File: config.mk
export PLATFORM = sky130hd
export DESIGN_NAME = time_set_ctrl
export DESIGN_NICKNAME = d
export VERILOG_FILES = /design/src/rtl/clock_pkg.sv /design/src/rtl/bcd2_counter.sv /design/src/rtl/time_set_ctrl.sv
export SDC_FILE = /design/constraint.sdc
export NUM_CORES = 1
export LEC_CHECK = 0
export ABC_CLOCK_PERIOD_IN_PS = 4820
export BUFFER_PORTS_ARGS = -buffer_cell sky130_fd_sc_hd__buf_4
export CORE_MARGIN = 3
export CORE_UTILIZATION = 60
export DETAILED_ROUTE_END_ITERATION = 10
export PLACE_DENSITY = 0.95
export SLEW_MARGIN = 15
export SYNTH_ARGS = -nofsm -noshare
export SYNTH_HDL_FRONTEND = slang
export SYNTH_SLANG_ARGS = --single-unit
File: constraint.sdc
create_clock -name clk -period 4.82 [get_ports clk]
set_input_delay 0.482 -clock clk [delete_from_list [all_inputs] [get_ports clk]]
set_output_delay 0.482 -clock clk [all_outputs]
set_load 0.02 [all_outputs]
File: src/rtl/clock_pkg.sv
// clock_pkg: shared types and field limits for the clock time-setting logic.
package clock_pkg;
  typedef enum logic [1:0] {RUN = 2'b00, SET_HH = 2'b01, SET_MM = 2'b10, SET_SS = 2'b11} set_state_t;
  typedef logic [7:0] bcd2_t;
  localparam bcd2_t HH_MAX = 8'h23;
  localparam bcd2_t MS_MAX = 8'h59;
endpackage

File: src/rtl/bcd2_counter.sv
// bcd2_counter: two-digit BCD counter with programmable wrap limit and synchronous clear.
module bcd2_counter
  import clock_pkg::*;
(
  input  logic  clk,
  input  logic  rst,
  input  logic  inc,
  input  logic  clr,
  input  bcd2_t max,
  output bcd2_t value,
  output logic  wrap
);
  bcd2_t value_q, value_d;
  assign wrap = inc & (value_q == max);
  // Limit is checked on the whole pair before the units digit rolls over.
  always_comb value_d = clr ? '0 : !inc ? value_q : wrap ? '0 :
                        (value_q[3:0] == 4'd9) ? {value_q[7:4] + 4'd1, 4'd0} : value_q + 8'd1;
  always_ff @(posedge clk) begin
    if (rst) value_q <= '0;
    else value_q <= value_d;
  end
  assign value = value_q;
endmodule

File: src/rtl/time_set_ctrl.sv
// time_set_ctrl: BCD hh:mm:ss timekeeping with button-driven set mode; SET_TIMEOUT_EN adds idle auto-exit.
module time_set_ctrl
  import clock_pkg::*;
#(
  parameter int TICK_DIV     = 4,
  parameter int TIMEOUT_SECS = 30
) (
  input  logic        clk,
  input  logic        rst,
  input  logic        btn_mode,
  input  logic        btn_shift,
  input  logic        btn_add,
  output logic [23:0] time_date,
  output logic [1:0]  blink,
  output logic        set_active
);
  localparam int TW = $clog2(TICK_DIV);
  set_state_t    state_q, state_d;
  logic [TW-1:0] tick_q, tick_d;
  logic [2:0]    btn_q, pressed;
  logic          sec_tick, run, exit_set, tmo;
  logic          mode_p, shift_p, add_p;
  logic          ss_inc, mm_inc, hh_inc, ss_wrap, mm_wrap;
  bcd2_t         hh, mm, ss;
  assign pressed  = {btn_mode, btn_shift, btn_add} & ~btn_q;
  assign mode_p   = pressed[2];
  assign shift_p  = pressed[1] & ~pressed[2];
  assign add_p    = pressed[0] & ~|pressed[2:1];
  assign sec_tick = tick_q == TW'(TICK_DIV - 1);
  assign run      = state_q == RUN;
  assign exit_set = (mode_p & ~run) | tmo;
  // Leaving set mode realigns the divider so the first second is a whole one.
  assign tick_d   = (sec_tick | exit_set) ? '0 : tick_q + TW'(1);
  always_comb begin
    state_d = state_q;
    state_d = exit_set ? RUN : mode_p ? SET_HH :
              (shift_p & ~run) ? ((state_q == SET_SS) ? SET_HH : set_state_t'(state_q + 2'd1)) : state_q;
  end
  always_ff @(posedge clk) begin
    if (rst) begin
      state_q <= RUN;
      tick_q  <= '0;
      btn_q   <= '0;
    end else begin
      state_q <= state_d;
      tick_q  <= tick_d;
      btn_q   <= {btn_mode, btn_shift, btn_add};
    end
  end
`ifdef SET_TIMEOUT_EN
  localparam int OW = $clog2(TIMEOUT_SECS + 1);
  logic [OW-1:0] to_q, to_d;
  logic          any_press;
  assign any_press = |pressed;
  assign tmo  = ~run & sec_tick & ~any_press & (to_q == OW'(TIMEOUT_SECS - 1));
  assign to_d = (run | any_press) ? '0 : sec_tick ? to_q + OW'(1) : to_q;
  always_ff @(posedge clk) begin
    if (rst) to_q <= '0;
    else to_q <= to_d;
  end
`else
  assign tmo = 1'b0;
`endif
  // Carries only ripple while running; set-mode adds never carry.
  assign ss_inc = (run & sec_tick) | (state_q == SET_SS & add_p);
  assign mm_inc = (run & ss_wrap)  | (state_q == SET_MM & add_p);
  assign hh_inc = (run & mm_wrap)  | (state_q == SET_HH & add_p);
  bcd2_counter u_ss (.clk(clk), .rst(rst), .inc(ss_inc), .clr(exit_set), .max(MS_MAX), .value(ss), .wrap(ss_wrap));
  bcd2_counter u_mm (.clk(clk), .rst(rst), .inc(mm_inc), .clr(1'b0), .max(MS_MAX), .value(mm), .wrap(mm_wrap));
  bcd2_counter u_hh (.clk(clk), .rst(rst), .inc(hh_inc), .clr(1'b0), .max(HH_MAX), .value(hh), .wrap());
  assign time_date  = {hh, mm, ss};
  assign blink      = state_q;
  assign set_active = ~run;
endmodule
## Word-level counts from Yosys, hierarchy flattened

Cells that the tools add are included.

- Multiplexer cells: 9
- Reduce and logical (&&, ||, !) cells: 7
- Equal/unequal tests: 10
- Bitwise logic cells: 21
- $add $sub $neg: 8

Operators with widths:

| operator | number |
|---|---|
| $mux W8 | 6 |
| $add A8 B1 Y8 const B | 3 |
| $eq A8 B7 Y1 const B | 2 |
| $and A1 B1 Y1 | 13 |
| $add A4 B1 Y4 const B | 3 |
| $eq A4 B4 Y1 const B | 3 |
| $eq A8 B6 Y1 const B | 1 |
| $eq A2 B2 Y1 const B | 3 |
| $reduce_or A2 Y1 | 3 |
| $add A2 B1 Y2 const B | 2 |
| $or A1 B1 Y1 | 4 |
| $and A3 B3 Y3 | 1 |
| $not A3 Y3 | 1 |
| $reduce_or A3 Y1 | 1 |
| $eq A2 B1 Y1 const B | 1 |
| $logic_not A2 Y1 | 1 |
| $mux W1 | 2 |
| $mux W2 | 1 |
| $not A1 Y1 | 2 |
| $reduce_bool A2 Y1 | 1 |
| $logic_not A1 Y1 | 1 |

- Input bits: 5
- Register bits after elaboration: 31
- Logic and storage cells: 62

## Depth between registers and ports, before layout

Gate-level depths: netlist (run 1).

- Depth after elaboration: 15
- Gate-level depth with buffers: 9
- Gate-level depth less buffers: 7

## Cells and area by module

Synthesis (run 1) repeated with hierarchy kept, for this count alone.

- Cells, all modules: 246
- Area, all modules: 2,113.3 um2

By module, submodules not included:

| module | area an instance (um2) | sequential area each (um2) | cells each | instances |
|---|---|---|---|---|
| bcd2_counter | 573.0 | 160.2 | 70 | 3 |
| time_set_ctrl | 394.1 | 140.1 | 36 | 1 |

## Least setup slack after synthesis (run 1)

No wires, ideal clock.

- Kind: register -> register
- From: register u_ss.value_q[0], in the netlist u_ss.value[0]
- To: register u_hh.value_q[7], in the netlist u_hh.value[7]
- Required time: 4.699 ns
- Path buffers: 2
- Stages on the path, launching flop included: 9
- Setup slack: 2.727 ns
- Clock period less this slack: 2.093 ns
- Library setup time: 0.121 ns
- Arrival: 1.973 ns
- Cells stage by stage: dfxtp_1 > ha_1 > and3b_1 > buf_6 > and4_1 > a22oi_1 > buf_2 > a21oi_1 > mux2_2

- Cells in the longest elaborated chain, start to end: 9

Ends and longest elaborated chain:

| item | RTL line | text |
|---|---|---|
| start, declared | bcd2_counter.sv:13 | `bcd2_t value_q, value_d;` |
| start signal, assigned | bcd2_counter.sv:20 | `else value_q <= value_d;` |
| $eq A8 B7 Y1 (*) | bcd2_counter.sv:14 | `assign wrap = inc & (value_q == max);` |
| $and A1 B1 Y1 (*) | bcd2_counter.sv:14 |  |
| $and A1 B1 Y1 (*) | time_set_ctrl.sv:66 | `assign mm_inc = (run & ss_wrap) \| (state_q == SET_MM & add_p);` |
| $or A1 B1 Y1 (*) | time_set_ctrl.sv:66 |  |
| $and A1 B1 Y1 (*) | bcd2_counter.sv:14 |  |
| $and A1 B1 Y1 (*) | time_set_ctrl.sv:67 | `assign hh_inc = (run & mm_wrap) \| (state_q == SET_HH & add_p);` |
| $or A1 B1 Y1 (*) | time_set_ctrl.sv:67 |  |
| $and A1 B1 Y1 | bcd2_counter.sv:14 |  |
| $mux W8 | bcd2_counter.sv:16 | `always_comb value_d = clr ? '0 : !inc ? value_q : wrap ? '0 :` |
| end signal, assigned | bcd2_counter.sv:20 |  |
| end, declared | bcd2_counter.sv:13 |  |

Every way passes the cells marked *; elsewhere a longest branch is shown, timed or not.
A chain may end at the register's enable or synchronous reset.

## Final worst setup path (run 1)

- From: register u_ss.value_q[1], in the netlist u_ss.value[1]
- To: register u_hh.value_q[4], in the netlist u_hh.value[4]

The elaborated chain is that of the path after synthesis.

==> results of run 1 <==
## final timing paths
path                                     end  depth (start not counted)
hold reg to reg         tick_q[0]$_SDFF_PP0_                          1
setup / recovery  u_hh.value[4]$_SDFFE_PP0P_                          7
setup reg to reg  u_hh.value[4]$_SDFFE_PP0P_                          7
hold / removal           btn_q[0]$_SDFF_PP0_                          2
## cell usage in the layout (no fill, tap or decap), drive strengths merged, types with 7 or more instances in the layout
master	count
a21oi	26
buf	31
clkbuf	7
dfxtp	31
ha	17
inv	15
nand2	12
nand3	7
nor2	12
nor2b	7
nor3	10
o21ai	12
## cells by family after synthesis
kind of cell | Yosys count | share of synthesized area [%]
and+or+nand+nor | 81 | 24.90
AOI/OAI and AO/OA | 61 | 20.99
DFF | 31 | 33.47
buffers and inverters | 23 | 6.477
adders and majority gates | 17 | 11.47
muxes | 4 | 2.227
xor gates and xnor gates | 1 | 0.4724
## metrics by stage
stage | utilization, % | cells | power (mW) | hold slack, ns | instance area, um2
after floorplan | - | 218 | 0.3011 | 0.4043 | 1854
after global placement | 72.28 | 272 | 0.3127 | 0.4149 | 2062
after detailed placement | 72.28 | 272 | 0.3145 | 0.4241 | 2062
after CTS | 74.04 | 280 | 0.4620 | 0.3729 | 2112
after global routing | 74.30 | 280 | 0.4766 | 0.3941 | 2120
final | 74.30 | 280 | 0.4557 | 0.3720 | 2120
## Yosys cell counts (2+ instances only)
library cell	n	area share (%)
nand2_1	12	2.4
nand4_1	2	0.67
dfxtp_1	31	33
nor2b_1	7	2.4
nand3_1	7	1.9
or3_2	2	0.81
a31oi_1	3	1.0
a21oi_1	25	6.7
buf_2	3	0.81
nor3_1	10	2.7
nand4b_1	2	0.94
o21ai_0	11	3.0
o221a_2	4	2.4
buf_6	4	2.4
a41oi_1	2	0.94
and2_1	3	1.0
or2b_2	2	0.94
a211oi_1	2	0.81
a211o_1	2	0.94
or3_1	3	1.0
or4_1	2	0.81
and3b_1	3	1.4
nor2_1	12	2.4
ha_1	17	11
nand3b_1	3	1.2
mux2i_1	3	1.6
and3_1	4	1.3
inv_1	15	3.0
## layout make-up
type	instances	area share, %
inverters	15	2.656
clock inverters	1	0.2361
repair buffers	31	10.98
clock buffers	7	2.125
well taps	31	1.830
flip-flops and latches	31	29.28
multi-input cells	164	52.89
## per-layer routing
metal,vias up,track usage [%],part of all wire [%]
met5,-,0,0
li1,860,-,-
met2,49,39.01,49
met3,5,5.660,4.9
met1,789,27.66,44
met4,0,9.697,1.3
## report_power, final
part	internal, mW	switching [mW]
sequential	0.262	0.00440
combinational	0.0176	0.0256
clock	0.0567	0.0898
total	0.336	0.120
## state kept, by name, summed over array words and instances, names as in the netlist
| signal | cells |
|---|---|
| u_hh.value | 8 |
| u_mm.value | 8 |
| u_ss.value | 8 |
| btn_q | 3 |
| blink | 2 |
| tick_q | 2 |
==> results by group, run 1 <==
Layout
  – Sequential Area: approximately 620 um2
  – ANT cells: 0
  – Area grow syn2layout: 14.30%
  – Area of the multi-input gates: between 1000 and 1500 um2
  – Layout fillers: around 210
  – Fin nets: 270
  – Layout cells sized above 1: 20.88%

Synthesis
  – Post-Syn Area: about 1900 um2
  – Top FF cell, synth: dfxtp_1
  – Ys async rst share: 0%
  – Avg Cell Area, Syn: 8.506 um2
  – Seq/Total Area, Yosys: 33.47%
  – Netlist cell types: 50
  – Cell count after synthesis: ~220
  – Syn. warnings: 0
  – Post-synth EDFFs: 0
  – Synth Register Bits: 31
  – Syn Nets: between 200 and 250

Power and ir drop
  – VDD IR max: 0.0001930 V
  – Pleak: roughly 0.86 nW
  – Pwr dens: about 220 nW/um2

Setup path
  – Max incr delay on CP: a little over 0.6 ns
  – Required @ worst endpoint: between 5 and 6 ns
  – Crit Path Class: register to register
  – Worst Setup Start Kind: register
  – Reg2Reg Setup Slack: roughly 2.4 ns
  – Worst path slowest cell: a22oi_1
  – Arrival time worst endpoint: approximately 2.7 ns
  – Worst Setup SP: u_ss.value[1]$_SDFFE_PP0N_
  – Reg2reg start: u_ss.value[1]$_SDFFE_PP0N_
  – Critical Path End Type: register
  – Crit-path cells: inv_1 > ha_1 > and3b_1 > and4_1 > a22oi_1 > a21boi_0 > o221a_2
  – Top cell family by delay on the critical path: compound AO/OA/AOI/OAI gates
  – WP buf/inv: 1
  – Max FO, Critical Path: 11

Drt
  – Post-route ant nets: 0
  – Via density: 6.082
  – DRC: 0
  – TritonRoute pass-1 iters: 4
  – Drt initial violations: 81
  – Routed WL: roughly 4000 um
  – Routed length per instance: 14.34 um
  – Vias: around 1700

Clock tree
  – Clk root buf: clkbuf_4
  – CTS tree: yes
  – CTS buffer count: 5
  – H-tree Lvls: 2
  – # Post-CTS Setup Buffers: 0
  – Clock Latency Late Sink: 0.34 ns
  – Clock Sink Count: 31
  – Clock Tree Buf Depth: 2
  – Clk slew on worst S/H paths: roughly 0.090 ns
  – CTS resizes: 0
  – # hold bufs at CTS: 0

STA
  – Fin crit share: 50.56%
  – Slew HR: between 40% and 50%
  – Tmin final: 2.437 ns
  – Max Slew Vio Count: 0
  – Fin worst setup slack: ~2.4 ns
  – FMAX: 410.4 MHz
  – Final setup viols: 0
  – Final setup TNS: 0 ns
  – Slew @ Worst Pin: between 0.7 and 0.8 ns
  – Final hold vios: 0
  – Setup Skew: 0.005052 ns
  – RSZ-0062 raised after global routing: false

Placement
  – DPL Wire Length: a little under 3000 um
  – IO buf count: 31
  – GP Congestion: about 0.85
  – DP Worst Slack: between 2 and 2.5 ns

Floorplanning
  – Die Area: 3793 um2
  – I/O Pins: 32
  – Initial Utilization: about two thirds
  – Die Ht: 61.59 um
  – Cell Rows: 19
  – Core region area: between 2000 and 3000 um2
  – Die W: approximately 62 um

GRT
  – Vias in the first global route: between 1500 and 2000
  – Largest net degree at the start of global routing: 21
  – First-pass GRT wire length: around 6500 um
  – Initial antenna violation count: 0
  – Gr usage total: a little under a quarter
  – Total grt overflow: 0

Hold path
  – Worst Hold Class: input pin to register
  – Hold_sp: btn_add

Job
  – Max cap viols: 0

Run status
  – Outcome: finished, final reports clean
(Power assumes the default switching activity.)
==> run 2: changes to the inputs <==
--- a/config.mk
+++ b/config.mk
@@ -5,12 +5,12 @@
 export SDC_FILE = /design/constraint.sdc
 export NUM_CORES = 1
 export LEC_CHECK = 0
-export ABC_CLOCK_PERIOD_IN_PS = 4820
+export ABC_CLOCK_PERIOD_IN_PS = 2000
 export BUFFER_PORTS_ARGS = -buffer_cell sky130_fd_sc_hd__buf_4
 export CORE_MARGIN = 3
-export CORE_UTILIZATION = 60
+export CORE_UTILIZATION = 50
 export DETAILED_ROUTE_END_ITERATION = 10
-export PLACE_DENSITY = 0.95
+export PLACE_DENSITY = 0.85
 export SLEW_MARGIN = 15
 export SYNTH_ARGS = -nofsm -noshare
 export SYNTH_HDL_FRONTEND = slang
==> constraint.sdc (replaced) <==
create_clock -name clk -period 2 [get_ports clk]
set_input_delay 0.2 -clock clk [delete_from_list [all_inputs] [get_ports clk]]
set_output_delay 0.2 -clock clk [all_outputs]
set_load 0.02 [all_outputs]
==> results by group, run 2 (synthesized netlist as in run 1, its figures left out) <==
GRT
  – Gr usage total: 19.56% (-3.5 points)
  – Total grt overflow: 0 (unchanged)
  – Largest net degree at the start of global routing: 21 (unchanged)
  – Vias in the first global route: 1625 (+4.6%)
  – Initial antenna violation count: 0 (unchanged)
  – First-pass GRT wire length: 6824 um (+4.3%)

Floorplanning
  – Die Ht: 66.90 um (+8.6%)
  – Core region area: 3442 um2 (+21%)
  – Cell Rows: 21 (+2)
  – Initial Utilization: 53.87% (-11 points)
  – Die W: 66.90 um (+8.6%)
  – I/O Pins: 32 (unchanged)
  – Die Area: 4475 um2 (+18%)

Clock tree
  – Clk root buf: clkbuf_8
  – CTS buffer count: 5 (unchanged)
  – CTS tree: yes
  – Clock Latency Late Sink: 0.28 ns (-0.06 ns)
  – Clk slew on worst S/H paths: 0.07 ns (-0.02 ns)
  – H-tree Lvls: 2 (unchanged)
  – Clock Tree Buf Depth: 2 (unchanged)
  – # hold bufs at CTS: 0 (unchanged)
  – Clock Sink Count: 31 (unchanged)

Setup path
  – Required @ worst endpoint: 2.22 ns (-2.84 ns)
  – Reg2Reg Setup Slack: 0.09 ns (-2.29 ns)
  – Crit Path Class: register to register
  – Critical Path End Type: register
  – Max FO, Critical Path: 11 (unchanged)
  – Worst path slowest cell: or4_1
  – Max incr delay on CP: 0.52 ns (-0.10 ns)
  – Crit-path cells: inv_1 > ha_2 > and3b_2 > and4_1 > buf_4 > a21oi_2 > or4_1 > a21oi_1
  – Worst Setup Start Kind: register
  – Arrival time worst endpoint: 2.13 ns (-0.54 ns)

STA
  – RSZ-0062 raised after global routing: true
  – Final setup TNS: 0 ns (unchanged)
  – Slew HR: 71.98% (+25 points)
  – Fin crit share: 95.40% (+45 points)
  – Tmin final: 1.908 ns (-0.5290 ns)
  – Hold slack final: 0.1371 ns (-0.2349 ns)
  – Final hold vios: 0 (unchanged)
  – Final setup viols: 0 (unchanged)
  – FMAX: 524.1 MHz (+28%)
  – Max Slew Vio Count: 0 (unchanged)
  – Slew @ Worst Pin: 0.4203 ns (-0.3756 ns)
  – Setup Skew: 0.007354 ns (+0.002303 ns)
  – Fin worst setup slack: 0.09206 ns (-2.291 ns)

Drt
  – TritonRoute pass-1 iters: 4 (unchanged)
  – Post-route ant nets: 0 (unchanged)
  – DRC: 0 (unchanged)
  – Routed WL: 4011 um (about the same)
  – Vias: 1749 (+2.7%)
  – Routed length per instance: 12.86 um (-10%)
  – Drt initial violations: 141 (+74%)
  – Via density: 5.606 (-7.8%)

Layout
  – Most frequent cells in the layout: buf_4, dfxtp_1, a21oi_1
  – Area grow syn2layout: 24.09%
  – Layout fillers: 292 (+40%)
  – Fin nets: 287 (+6.3%)
  – Layout cells sized above 1: 27.44% (+6.6 points)
  – Post-layout instance area: 2301 um2 (+8.6%)
  – ANT cells: 0 (unchanged)
  – Most common cell after layout, fill and taps aside: buf_4

Power and ir drop
  – Pleak: 0.9564 nW (+12%)
  – Logic pwr share: 9.2% (-0.3 points)
  – Clock power frac: 38.3% (+6.1 points)
  – Sw frac: 24.31% (-2.0 points)
  – Total power: 1.221 mW (+170%)
  – VDD IR max: 0.0003897 V (+100%)
  – Pwr dens: 530.7 nW/um2 (+150%)
  – Switch Pwr: 296.9 uW (+150%)
  – Internal power: 924.2 uW (+180%)
  – Register share of total power: 52.5% (-5.9 points)

Placement
  – GP Congestion: 0.9062 (+6.6%)
  – IO buf count: 31 (unchanged)
  – DPL Wire Length: 3035 um (+3.5%)
  – DP Worst Slack: 0.09142 ns (-2.344 ns)
  – Placed instance area: 2211 um2 (+7.2%)

Run status
  – Outcome: finished, final reports clean

Hold path
  – Worst Hold Class: input pin to register

Job
  – Max cap viols: 0 (unchanged)
-- run 2: changes by cell type in the layout (fill, tap and decap cells not counted), sizes merged --
cell,before,now
buf,31,48
-- run 2: worst paths after layout --
kind                                     end                       start  depth (start not counted)
setup / recovery  u_mm.value[7]$_SDFFE_PP0N_  u_ss.value[1]$_SDFFE_PP0N_                          8
hold / removal           btn_q[0]$_SDFF_PP0_                     btn_add                          2
setup reg to reg  u_mm.value[7]$_SDFFE_PP0N_  u_ss.value[1]$_SDFFE_PP0N_                          8
hold reg to reg         tick_q[0]$_SDFF_PP0_        tick_q[0]$_SDFF_PP0_                          1
-- run 2: power by group through the flow --
stage                     combinational (mW)  clock, mW  sequential [mW]
after global placement                 0.110          0            0.653
after floorplan                       0.0676          0            0.658
after global routing                   0.127      0.497            0.642
final                                  0.113      0.468            0.641
after detailed placement               0.114          0            0.654
after CTS                              0.114      0.474            0.641
-- run 2: worst max-delay path: cells and delay by family (launching register included) --
family,cells,cell delay (ns)
flops,1,0.34
compound gates,2,0.21
fa+ha+maj,1,0.17
buf+inv,2,0.19
simple gates,3,0.93
-- run 2: per-stage QoR --
step           instances  utilization, %
6_report             312           66.85
3_5_place_dp         304           64.23
2_1_floorplan        218               -
5_1_grt              312           66.85
3_3_place_gp         304           64.23
4_1_cts              312           66.59
-- run 2: final cells by class --
type / count / area [um2] / area share, %
clock buffers: 7 / 76.32 / 3.317
repair buffers: 48 / 360.3 / 15.66
inverters: 15 / 56.30 / 2.447
well taps: 46 / 57.56 / 2.501
flip-flops and latches: 31 / 623.1 / 27.08
clock inverters: 1 / 5.005 / 0.2175
multi-input cells: 164 / 1122 / 48.78
-- run 2: layer usage --
layer / share of wire, % / vias up / GRT usage, %
li1: - / 885 / -
met1: 47 / 826 / 24.39
met2: 48 / 34 / 32.80
met3: 4.3 / 4 / 4.384
met4: 0.52 / 0 / 6.835
met5: 0 / - / 0
-- run 2: what timing repair did --
item | CTS | global route
buffers inserted | 0 | 0
setup endpoints to repair | 0 | 11
gates resized for setup | 0 | 3
